## config.mk

```make
export PLATFORM = sky130hd
export DESIGN_NAME = usrt_rx_front
export DESIGN_NICKNAME = d
export VERILOG_FILES = /design/src/rtl/usrt_pkg.sv /design/src/rtl/usrt_baud_div.sv /design/src/rtl/usrt_rx_front.sv
export SDC_FILE = /design/constraint.sdc
export NUM_CORES = 1
export LEC_CHECK = 0
export BUFFER_PORTS_ARGS = -buffer_cell sky130_fd_sc_hd__buf_2
export CAP_MARGIN = 20
export CORE_ASPECT_RATIO = 1.2
export CORE_MARGIN = 10
export CORE_UTILIZATION = 30
export CTS_BUF_LIST = sky130_fd_sc_hd__clkbuf_4 sky130_fd_sc_hd__clkbuf_8
export CTS_CLUSTER_SIZE = 14
export DETAILED_ROUTE_END_ITERATION = 6
export HOLD_SLACK_MARGIN = 0.12
export PLACE_DENSITY_LB_ADDON = 0.3
export SETUP_SLACK_MARGIN = 0.02
export SYNTH_ARGS = -nofsm -noshare
export SYNTH_HDL_FRONTEND = slang
export SYNTH_SLANG_ARGS = --single-unit
```

## constraint.sdc

```tcl
create_clock -name i_Pclk -period 3.71 [get_ports i_Pclk]
set_input_delay 0.1855 -clock i_Pclk [delete_from_list [all_inputs] [get_ports i_Pclk]]
set_output_delay 0.1855 -clock i_Pclk [all_outputs]
set_load 0.01 [all_outputs]
```

## src/rtl/usrt_pkg.sv

```systemverilog
// Shared constants, FSM state type and frame-length helpers for the USRT receive path.
package usrt_pkg;
  localparam int DATA_W   = 11;
  localparam int BAUD_W   = 14;
  localparam int CNT_W    = 4;
  localparam int MAX_BITS = 11;

  typedef enum logic {IDLE, SHIFT} state_e;

  // Out-of-range lengths (0 or above MAX_BITS) fall back to a full frame.
  function automatic logic [CNT_W-1:0] frame_len(input logic [CNT_W-1:0] c);
    if (c == '0 || c > CNT_W'(MAX_BITS)) return CNT_W'(MAX_BITS);
    return c;
  endfunction

  function automatic logic [DATA_W-1:0] len_mask(input logic [CNT_W-1:0] l);
    logic [DATA_W:0] m;
    m = ({{DATA_W{1'b0}}, 1'b1} << l) - 1'b1;
    return m[DATA_W-1:0];
  endfunction
endpackage

```

## src/rtl/usrt_baud_div.sv

```systemverilog
// Programmable bit-clock divider; strobes mid-bit on the falling edge of o_Bclk.
module usrt_baud_div
  import usrt_pkg::*;
(
  input  logic              i_Pclk,
  input  logic              i_Rst_n,
  input  logic [BAUD_W-1:0] i_Baud,
  output logic              o_Bclk,
  output logic              o_Strobe
);
  logic [BAUD_W-1:0] cnt;
  logic              wrap;

  // >= so a shrinking divisor wraps immediately instead of running to rollover.
  assign wrap     = (i_Baud != '0) && (cnt >= i_Baud - 1'b1);
  assign o_Strobe = wrap & o_Bclk;

  always_ff @(posedge i_Pclk or negedge i_Rst_n) begin
    if (!i_Rst_n) begin
      cnt    <= '0;
      o_Bclk <= 1'b0;
    end else if (i_Baud == '0) begin
      cnt    <= '0;
      o_Bclk <= 1'b0;
    end else if (wrap) begin
      cnt    <= '0;
      o_Bclk <= ~o_Bclk;
    end else begin
      cnt    <= cnt + 1'b1;
    end
  end
endmodule

```

## src/rtl/usrt_rx_front.sv

```systemverilog
// USRT receive front end: baud divider plus start-bit-triggered LSB-first shift register.
module usrt_rx_front
  import usrt_pkg::*;
(
  input  logic              i_Pclk,
  input  logic              i_Rst_n,
  input  logic [BAUD_W-1:0] i_Baud,
  input  logic              i_Enable,
  input  logic [CNT_W-1:0]  i_Count,
  input  logic              i_Rx_Serial,
  output logic              o_Bclk,
  output logic [DATA_W-1:0] o_Data,
  output logic              o_Done
);
  state_e            state;
  logic              strobe;
  logic [CNT_W-1:0]  idx, len, len_in;
  logic [DATA_W-1:0] shreg, sh_nxt;

  usrt_baud_div u_baud (
    .i_Pclk   (i_Pclk),
    .i_Rst_n  (i_Rst_n),
    .i_Baud   (i_Baud),
    .o_Bclk   (o_Bclk),
    .o_Strobe (strobe)
  );

  assign len_in = frame_len(i_Count);

  always_comb begin
    sh_nxt = shreg;
    if (idx < CNT_W'(DATA_W)) sh_nxt[idx] = i_Rx_Serial;
  end

  always_ff @(posedge i_Pclk or negedge i_Rst_n) begin
    if (!i_Rst_n) begin
      state  <= IDLE;
      idx    <= '0;
      len    <= '0;
      shreg  <= '0;
      o_Data <= '0;
      o_Done <= 1'b0;
    end else begin
      o_Done <= 1'b0;
      if (!i_Enable) begin
        state <= IDLE;
        idx   <= '0;
      end else begin
        case (state)
          IDLE: if (strobe && !i_Rx_Serial) begin
            shreg <= '0;
            idx   <= CNT_W'(1);
            len   <= len_in;
            // A one-bit frame is just the start bit: complete on detection.
            if (len_in == CNT_W'(1)) begin
              o_Data <= '0;
              o_Done <= 1'b1;
            end else begin
              state  <= SHIFT;
            end
          end
          SHIFT: if (strobe) begin
            shreg <= sh_nxt;
            idx   <= idx + 1'b1;
            if (idx == len - 1'b1) begin
              o_Data <= sh_nxt & len_mask(len);
              o_Done <= 1'b1;
              state  <= IDLE;
            end
          end
          default: state <= IDLE;
        endcase
      end
    end
  end
endmodule

```

* Word level (Yosys, flattened, before mapping) *
Index checks and enable logic that the tools add are counted.

operators by class
  add/subtract/negate cells = 5
  order comparisons = 5
  eq/ne operators = 8
  shift operators = 1
  muxes and demuxes = 35
  bitwise gates (word level) = 4
  reduce and logical (&&, ||, !) cells = 13

operators by type and width
  cell                                                                                  count
  11-bit 2-to-1 mux                                                                     7
  11-bit case mux with 2 select lines                                                   2
  14-bit 2-to-1 mux                                                                     2
  4-bit 2-to-1 mux                                                                      5
  14-bit by 1-bit adder with 14-bit output (second input constant)                      1
  14-bit greater-or-equal comparator                                                    1
  14-bit zero test                                                                      1
  1-bit 2-to-1 mux                                                                      14
  14-bit nonzero test                                                                   1
  14-bit by 1-bit subtractor with 14-bit output (second input constant)                 1
  11-bit AND                                                                            1
  11-bit bitwise mux                                                                    1
  1-bit by 4-bit left shift with 11-bit output (first input constant)                   1
  11-bit by 1-bit subtractor with 11-bit output (second input constant)                 1
  4-bit case mux with 2 select lines                                                    1
  3-bit AND reduction                                                                   2
  4-bit by 5-bit less-than comparator with 1-bit output (second input constant)         1
  5-bit AND reduction                                                                   1
  4-bit by 1-bit adder with 4-bit output (second input constant)                        1
  1-bit demux with 4-bit select                                                         1
  4-bit by 1-bit == test with 1-bit output (second input constant)                      1
  4-bit == test                                                                         1
  4-bit by 1-bit greater-or-equal comparator with 1-bit output (second input constant)  1
  4-bit greater-than comparator (second input constant)                                 1
  15 further kinds                                                                      21

word-level totals
  register bits after elaboration = 47
  input port bits = 22
  output and inout port bits = 13
  logic and storage cells = 79

* Depth between registers and ports, before layout *
Gate-level depths: netlist (run 1).

  depth in word-level cells = 10
  gate-level depth with buffers = 15
  mapped depth without buffers = 14

* Cells and area by module *
A second synthesis (run 1) with hierarchy kept.

unflattened totals
  cells, all modules = 350
  area, all modules = 3405.8 µm²

modules (own cells, without submodules)
  module         instances  cells an instance  area each (µm²)  seq. area each (µm²)
  usrt_rx_front  1          211                2127.0           800.8
  usrt_baud_div  1          139                1278.7           375.4

* Least setup slack after synthesis (run 1) *
Ideal clock, no wire load.

  path type = in2reg
  from = input port i_Baud[0]
  to = register shreg[0]
  library setup time = 0.125 ns
  arrival time = 3.037 ns
  data required time = 3.585 ns
  setup slack = 0.548 ns
  cell stages on the path = 14
  buffers on the path = 1
  path through = inv_1 ha_1 nor3b_2 nand2_1 or3_1 xor2_1 ha_1 nand4_1 nor2_1 o311ai_1 a21oi_2 and3_4 buf_6 mux2_2

on the way
  longest elaborated chain between the ends = 7
  elaborated cells between the ends (all ways) = 9
  classes of those cells = 1 x add/sub; 1 x order compare; 2 x eq/ne; 1 x bitwise; 4 x reduce/logical

ends and longest elaborated chain
  element                                        line                 text
  from (decl)                                    usrt_rx_front.sv:7   input logic [BAUD_W-1:0] i_Baud,
  14-bit by 1-bit subtractor with 14-bit output  usrt_baud_div.sv:15  assign wrap = (i_Baud != '0) && (cnt >= i_Baud - 1'b1);
  14-bit greater-or-equal comparator             usrt_baud_div.sv:15
  1-bit logical AND (*)                          usrt_baud_div.sv:15
  1-bit AND (*)                                  usrt_baud_div.sv:16  assign o_Strobe = wrap & o_Bclk;
  1-bit logical AND                              usrt_rx_front.sv:50  IDLE: if (strobe && !i_Rx_Serial) begin
  2-bit inequality test (no line)                --
  3-bit AND reduction (no line) (*)              --
  to (signal assigned)                           usrt_rx_front.sv:63  shreg <= sh_nxt;
  to (decl)                                      usrt_rx_front.sv:18  logic [DATA_W-1:0] shreg, sh_nxt;

Mark *: on every way between the ends. The rest lies on a longest branch, timed or not.
A chain may end at the register's enable or synchronous reset.

* Worst setup path after layout (run 1) *
  from = input port i_Baud[0]
  to = register o_Data[1]

on the way
  longest elaborated chain between the ends = 7
  elaborated cells between the ends (all ways) = 9
  classes of those cells = 1 x add/sub; 1 x order compare; 2 x eq/ne; 1 x bitwise; 4 x reduce/logical

ends and longest elaborated chain
  element                                        line                 text
  14-bit by 1-bit subtractor with 14-bit output  usrt_baud_div.sv:15
  14-bit greater-or-equal comparator             usrt_baud_div.sv:15
  1-bit logical AND (*)                          usrt_baud_div.sv:15
  1-bit AND (*)                                  usrt_baud_div.sv:16
  1-bit logical AND                              usrt_rx_front.sv:50
  2-bit inequality test (no line)                --
  5-bit AND reduction (no line) (*)              --
  to (signal assigned)                           usrt_rx_front.sv:66  o_Data <= sh_nxt & len_mask(len);
  to (decl)                                      usrt_rx_front.sv:12  output logic [DATA_W-1:0] o_Data,

Marks and branches as above.

==> run_results.csv, run 1 <==
group,metric,value,unit
outcome,status,"finished clean",
detailed_routing,drc,0,
floorplanning,rows,42,
floorplanning,initial_core_util,30.5,%
timing,hold_viol_final,0,
timing,fmax,322,MHz
detailed_routing,drt-pass1-iter-count,4,
global_route,grt_max_degree,48,
global_route,grt_usage,9.97,%
timing,tightest_slew,624,ps
detailed_routing,wl_per_cell,14.0,um
yosys,synth_fp_nets,413,
clocking,cts-htree-levels,2,
detailed_routing,drt_iter0_drc,122,
setup_path,reg2reg_depth,8,
layout,regArea,1180,um2
yosys,synth_top_area_share,35.1,%
pwr,p_leak,0.00175,uW
pwr,powerDensity,337,nW/um2
clocking,cts_tree,"done",
yosys,synthTopCellsByArea,"dfrtp_1 35%, ha_1 9.7%, nand2_1 4.9%",
yosys,ys_ff_latch,47,
clocking,cts_made_buffers,5,
layout,antenna_cells,0,
layout,drive_gt1_share,18.1,%
yosys,synth_cell_type_count,52,
yosys,ys_seq_area_share,35.1,%
job,max_cap_viol_count,0,
pwr,power,1280,uW
min_path,min_delay_path_depth,3,
yosys,synth_area,3350,um2
pwr,irDropWorstVdd,0.000208,V
setup_path,start_kind,"primary input",
timing,layout_min_cycle_time,3110,ps
detailed_routing,vias,2650,
timing,setup_viol,0,
yosys,syn_avg_cell_area,9.17,um2
clocking,cts_root_buffer,"clkbuf_8",
clocking,postCtsSetupRepairBufs,0,
detailed_routing,ant_nets,0,
timing,fin_setup_tns,0,ps
global_route,antenna_found_initial,0,
clocking,clockBufferDepth,2,
floorplanning,ioPinCount,35,
setup_path,cp.arrival,3300,ps
timing,skew,5.07,ps
layout,syn_to_final_growth,13.1,%
floorplanning,dieArea,15800,um2
detailed_routing,routed_wl,7.44,mm
clocking,cts_sinks,47,
timing,maxSlewHeadroom,58.3,%
detailed_routing,vias_per_cell,5.00,
layout,multiInputGateArea,2040,um2
yosys,synthArstFlopShare,100,%
placement,dp_hpwl,5.71,mm
yosys,synth_most_common_cell,"dfrtp_1",
setup_path,required,3900,ps
clocking,postCtsHoldBufs,0,
setup_path,cp_max_fo,10,
setup_path,cp-end-kind,"flop",
clocking,clk_pin_slew,90,ps
placement,gp_congestion,0.785,
clocking,clk_latency,300,ps
yosys,yosys_warnings,0,
yosys,synthTopCellsByCount,"47 x dfrtp_1, 44 x nand2_1, 40 x nor2_1, 26 x ha_1, 19 x a21oi_1",
yosys,synth_top_flop_cell,"dfrtp_1",
min_path,hp-class,"primary input to flop",
timing,period_share,83.7,%
yosys,syn_inst,365,
yosys,synth_top_cell_by_area,"dfrtp_1",
layout,nets,445,
yosys,synth_edf_count,0,
floorplanning,die_w,116,um
global_route,grt-ovfl-total,0,
global_route,grt_pass1_vias,2705,
setup_path,critPathKind,"primary input to flop",
floorplanning,die_h,136,um
timing,rsz0062_at_grt,"no",
timing,slew_viol_final,0,
clocking,ctsResizeCount,0,
global_route,grt_pass1_wl,13.0,mm
placement,port_buffers,34,
floorplanning,core-area,11000,um2
layout,fillers,1130,
[area by class of cell]
| class | instances | share of cell area (%) |
|---|---|---|
| clock buffers | 6 | 2.18 |
| clock inverters | 2 | 0.925 |
| inverters | 17 | 1.69 |
| multi-input cells | 287 | 53.9 |
| flip-flops and latches | 47 | 31.1 |
| well taps | 132 | 4.36 |
| repair buffers | 39 | 5.88 |
[cell usage in the layout (no fill, tap or decap), types with 8 or more instances in the layout]
cell type / n
a21oi_1: 19
and3_1: 8
buf_2: 34
dfrtp_1: 47
ha_1: 26
inv_1: 17
mux2_2: 9
mux2i_1: 9
nand2_1: 44
nand3_1: 12
nor2_1: 40
nor3_1: 8
o21ai_0: 18
xnor2_1: 17
xor2_1: 13
[path summary, 6_finish.rpt]
kind                                     from             to  slack [ps]
worst max-delay path                i_Baud[0]      o_Data[1]         600
worst min-delay path               i_Count[3]         len[3]         200
worst max register to register  u_baud.cnt[5]      o_Data[1]        1110
worst min register to register     o_Data[10]     o_Data[10]         510
max in group asynchronous             i_Rst_n  u_baud.o_Bclk        2870
min in group asynchronous             i_Rst_n      o_Data[5]         340
[power by group]
| group | switching [uW] | internal [uW] |
|---|---|---|
| Clock | 177 | 218 |
| Combinational | 143 | 120 |
| Sequential | 60.6 | 558 |
[through the flow]
| step | worst slack, ps | std cells | cell area, um2 | utilization (%) | hold slack [ps] |
|---|---|---|---|---|---|
| final | 603 | 530 | 3790 | 34.5 | 195 |
| after global routing | 353 | 530 | 3790 | 34.5 | 195 |
| after CTS | 573 | 528 | 3760 | 34.2 | 134 |
| after detailed placement | 255 | 520 | 3640 | 33.1 | 465 |
| after global placement | 340 | 520 | 3640 | 33.1 | 431 |
| after floorplan | 548 | 365 | 3350 | - | -110 |
[metal layers]
metal / wire [um] / GRT usage (%)
met5: 0 / 0
met4: 103 / 2.72
met3: 362 / 2.75
met2: 3530 / 16.6
met1: 3450 / 12.2
[cell families after synthesis]
family	Yosys count	share of synthesized area, %
flops	47	35.1
fa+ha+maj	26	9.72
simple gates	142	21.0
mux	26	9.19
buf+inv	31	3.92
compound gates	62	12.7
xor+xnor	31	8.33
[registers in the layout, summed over array words and instances, names as in the netlist]
signal / cells
idx: 4
shreg: 11
u_baud.o_Bclk: 1
o_Done: 1
state: 1
o_Data: 11
len: 4
u_baud.cnt: 14
[critical path, cell delays in order]
cell,delay (ps)
buf_2,110
inv_1,80
ha_1,170
nor3b_2,210
nand2_1,120
or3_1,330
xor2_1,150
ha_1,270
nand4_1,110
nor2_1,150
o311ai_1,140
a21oi_2,470
a32oi_4,180
nor2_8,280
mux2_4,330
No activity file was read; power rests on OpenSTA's default activity.
==> run 2: changes to the inputs <==
- ABC_AREA: unset -> 1
- clock period: 3.71 -> 2.6 ns (I/O delays scaled with it)
==> run 2 against run 1 <==
  * Non-clock buffer count is 21 higher
  * Total power up 130%
  * Wire length is 9.4% higher
  * First-iteration DRC count shrank 12%
  * Flip-flop and latch count is the same
  * Clock-buffer cell count is the same
  * Largest cell class unchanged
  * Largest power group is now combinational cells
==> run_results.csv, run 2 <==
group,metric,value,unit
min_path,hp-class,"primary input to flop",
layout,drive_gt1_share,23.0,%
timing,rsz0062_at_grt,"yes",
yosys,yosys.area_share.simple,31.2,%
yosys,synth_edf_count,0,
layout,finalNonFillerCells,678,
floorplanning,rows,43,
setup_path,cp.arrival,2670,ps
floorplanning,initial_core_util,30.4,%
clocking,cts_root_buffer,"clkbuf_8",
clocking,clk_latency,310,ps
setup_path,reg2reg_slack,460,ps
pwr,powerDensity,692,nW/um2
placement,port_buffers,34,
timing,slew_viol_final,0,
setup_path,required,2850,ps
clocking,clockBufferDepth,2,
timing,fmax,413,MHz
yosys,synth_cell_type_count,40,
layout,antenna_cells,0,
setup_path,crit_chain,"buf_6, nor2_4, inv_2, nor4_4, inv_1, nor3_2, nand3_1, xor2_1, ha_1, nand2_1, inv_2, nand3_4, nor2_2, nand2_2, nand3_4, nand4_1, a21oi_4, buf_6, nand3_1, nand2_1",
detailed_routing,drt-pass1-iter-count,4,
yosys,synthArstFlopShare,100,%
global_route,grt_usage,9.77,%
yosys,synth_fa_ha_area_share,9.29,%
setup_path,critPathKind,"primary input to flop",
yosys,synth_top_cell_by_area,"dfrtp_1",
timing,period_share,93.1,%
yosys,ys_seq_area_share,33.6,%
pwr,irDropWorstVdd,0.000333,V
yosys,synth_xor_area_share,6.25,%
layout,regArea,1180,um2
setup_path,cp_num_buf_inv,5,
clocking,cts_made_buffers,5,
setup_path,start_kind,"primary input",
layout,layout_commonest_cell,"nand2_1",
layout,fillers,1270,
layout,nets,569,
pwr,power,2940,uW
layout,final_util,36.9,%
floorplanning,die_w,119,um
min_path,min_from,"i_Count[3]",
yosys,yosys_warnings,0,
layout,largest_register_ffs,14,
setup_path,reg2reg_from,"u_baud.cnt[5]",
floorplanning,dieArea,16400,um2
yosys,synth_top_flop_cell,"dfrtp_1",
global_route,grt_pass1_wl,13.8,mm
detailed_routing,ant_nets,0,
timing,layout_min_cycle_time,2420,ps
min_path,min_delay_path_depth,3,
setup_path,reg2reg_depth,12,
global_route,antenna_found_initial,0,
yosys,synthTopCellsByCount,"106 x nand2_1, 59 x nor2_1, 56 x inv_1, 47 x dfrtp_1, 33 x nand3_1",
setup_path,cp-end-kind,"flop",
detailed_routing,vias,3080,
layout,largestRegisters,"u_baud.cnt (14), o_Data (11), shreg (11)",
detailed_routing,vias_per_cell,4.54,
global_route,grt-ovfl-total,0,
placement,gp_congestion,0.827,
setup_path,r2r-end,"o_Data[5]",
yosys,synth_fp_nets,510,
timing,setup_viol,0,
global_route,grt_pass1_vias,3036,
placement,dp_cells,662,
job,max_cap_viol_count,0,
yosys,synth_area,3500,um2
detailed_routing,wl_per_cell,12.0,um
yosys,muxShareOfSynthArea,0,%
clocking,cts-htree-levels,2,
detailed_routing,drt_iter0_drc,107,
timing,maxSlewHeadroom,60.9,%
setup_path,critPathTopFamily,"simple AND/OR/NAND/NOR gates",
yosys,synth_top_area_share,33.6,%
setup_path,crit_slowest_cell,"a21oi_4",
placement,dp_hpwl,6.28,mm
yosys,syn_inst,462,
clocking,clk_pin_slew,90,ps
timing,fin_setup_tns,0,ps
yosys,synth_top_family_by_area,"simple AND/OR/NAND/NOR gates",
min_path,min_to,"len[3]",
yosys,synth_most_common_cell,"nand2_1",
floorplanning,core-area,11500,um2
outcome,status,"finished clean",
clocking,cts_tree,"done",
detailed_routing,drc,0,
layout,syn_to_final_growth,21.5,%
clocking,cts_sinks,47,
pwr,p_leak,0.00214,uW
yosys,synth_compound_area_share,10.5,%
placement,place_ws,-254,ps
setup_path,cp_max_fo,6,
detailed_routing,routed_wl,8.14,mm
layout,multiInputGateArea,2120,um2
yosys,synthTopCellsByArea,"dfrtp_1 34%, nand2_1 11%, ha_1 9.3%",
yosys,ys_ff_latch,47,
floorplanning,die_h,138,um
timing,fin_ws,180,ps
timing,hold_viol_final,0,
layout,final_cell_mix,"99 x nand2_1, 57 x nor2_1, 54 x inv_1",
floorplanning,ioPinCount,35,
global_route,grt_max_degree,48,
yosys,syn_avg_cell_area,7.58,um2
timing,tightest_slew,587,ps
timing,skew,7.43,ps
setup_path,crit_cells,20,
setup_path,critPathMaxStageDelay,320,ps
layout,regMostFlops,"u_baud.cnt",
## run 2: cell types whose count changed in the layout (fill, tap and decap cells not counted), sizes merged, moves of 6 or more
cell,previous run,this run
nand2,44,113
nor2,41,64
nand3,12,42
o21ai,18,29
xnor2,18,6
buf,38,56
inv,17,61
mux2i,9,0
and3,9,0
xor2,13,19
mux2,17,0
## run 2: report_power, final
part	switching (uW)	internal, uW	leakage (uW)
registers	180	873	0.000632
clock network	257	293	0.0000547
logic	793	547	0.00145
total	1230	1710	0.00214
## run 2: how the worst max path moves through the flow
stage          slack (ps)  startpoint         end
2_1_floorplan          50   i_Baud[5]   o_Data[0]
3_3_place_gp         -160   i_Baud[5]   o_Data[1]
3_5_place_dp         -250   i_Baud[5]   o_Data[3]
4_1_cts                80   i_Baud[5]  o_Data[10]
5_1_grt               -90   i_Baud[5]    shreg[2]
6_report              180   i_Baud[5]   o_Data[5]
## run 2: tightest hold or removal path: stages
cell and delay [ps]:
buf_2 90, nor2_1 40, o21ai_1 130
## run 2: area by class of cell
type / count / share of cell area, %
clock buffer: 6 / 1.79
clock inverter: 1 / 0.706
inverter: 61 / 5.50
multi-input combinational: 346 / 49.9
sequential: 47 / 27.7
tap: 157 / 4.62
timing repair buffer: 60 / 9.86
## run 2: timing repair
action                                  in CTS  in global routing
hold buffers                                 4                  0
setup buffers                                0                  2
resized for setup                            0                 34
endpoints found under the hold margin       51                  0
endpoints found under the setup margin       0                 46
## run 2: cell families after synthesis
logic type | Yosys count
buffers and inverters | 70
AOI/OAI and AO/OA | 57
xor gates and xnor gates | 25
adders and majority gates | 26
and+or+nand+nor | 237
DFF | 47
## run 2: metrics by stage
step                instance area (um2)  hold WS, ps
floorplan                          3510         -166
global placement                   3930          386
detailed placement                 3930          395
CTS                                4070          132
global route                       4250          143
finish                             4250          122
## run 2: per-layer routing
layer	GRT usage [%]	wire, um	vias up	share of wire [%]
met5	0	0	-	0
met4	3.03	108	0	1.3
met3	2.08	248	7	3.0
met2	17.7	4140	46	51
met1	11.1	3650	1418	45
li1	-	-	1609	-
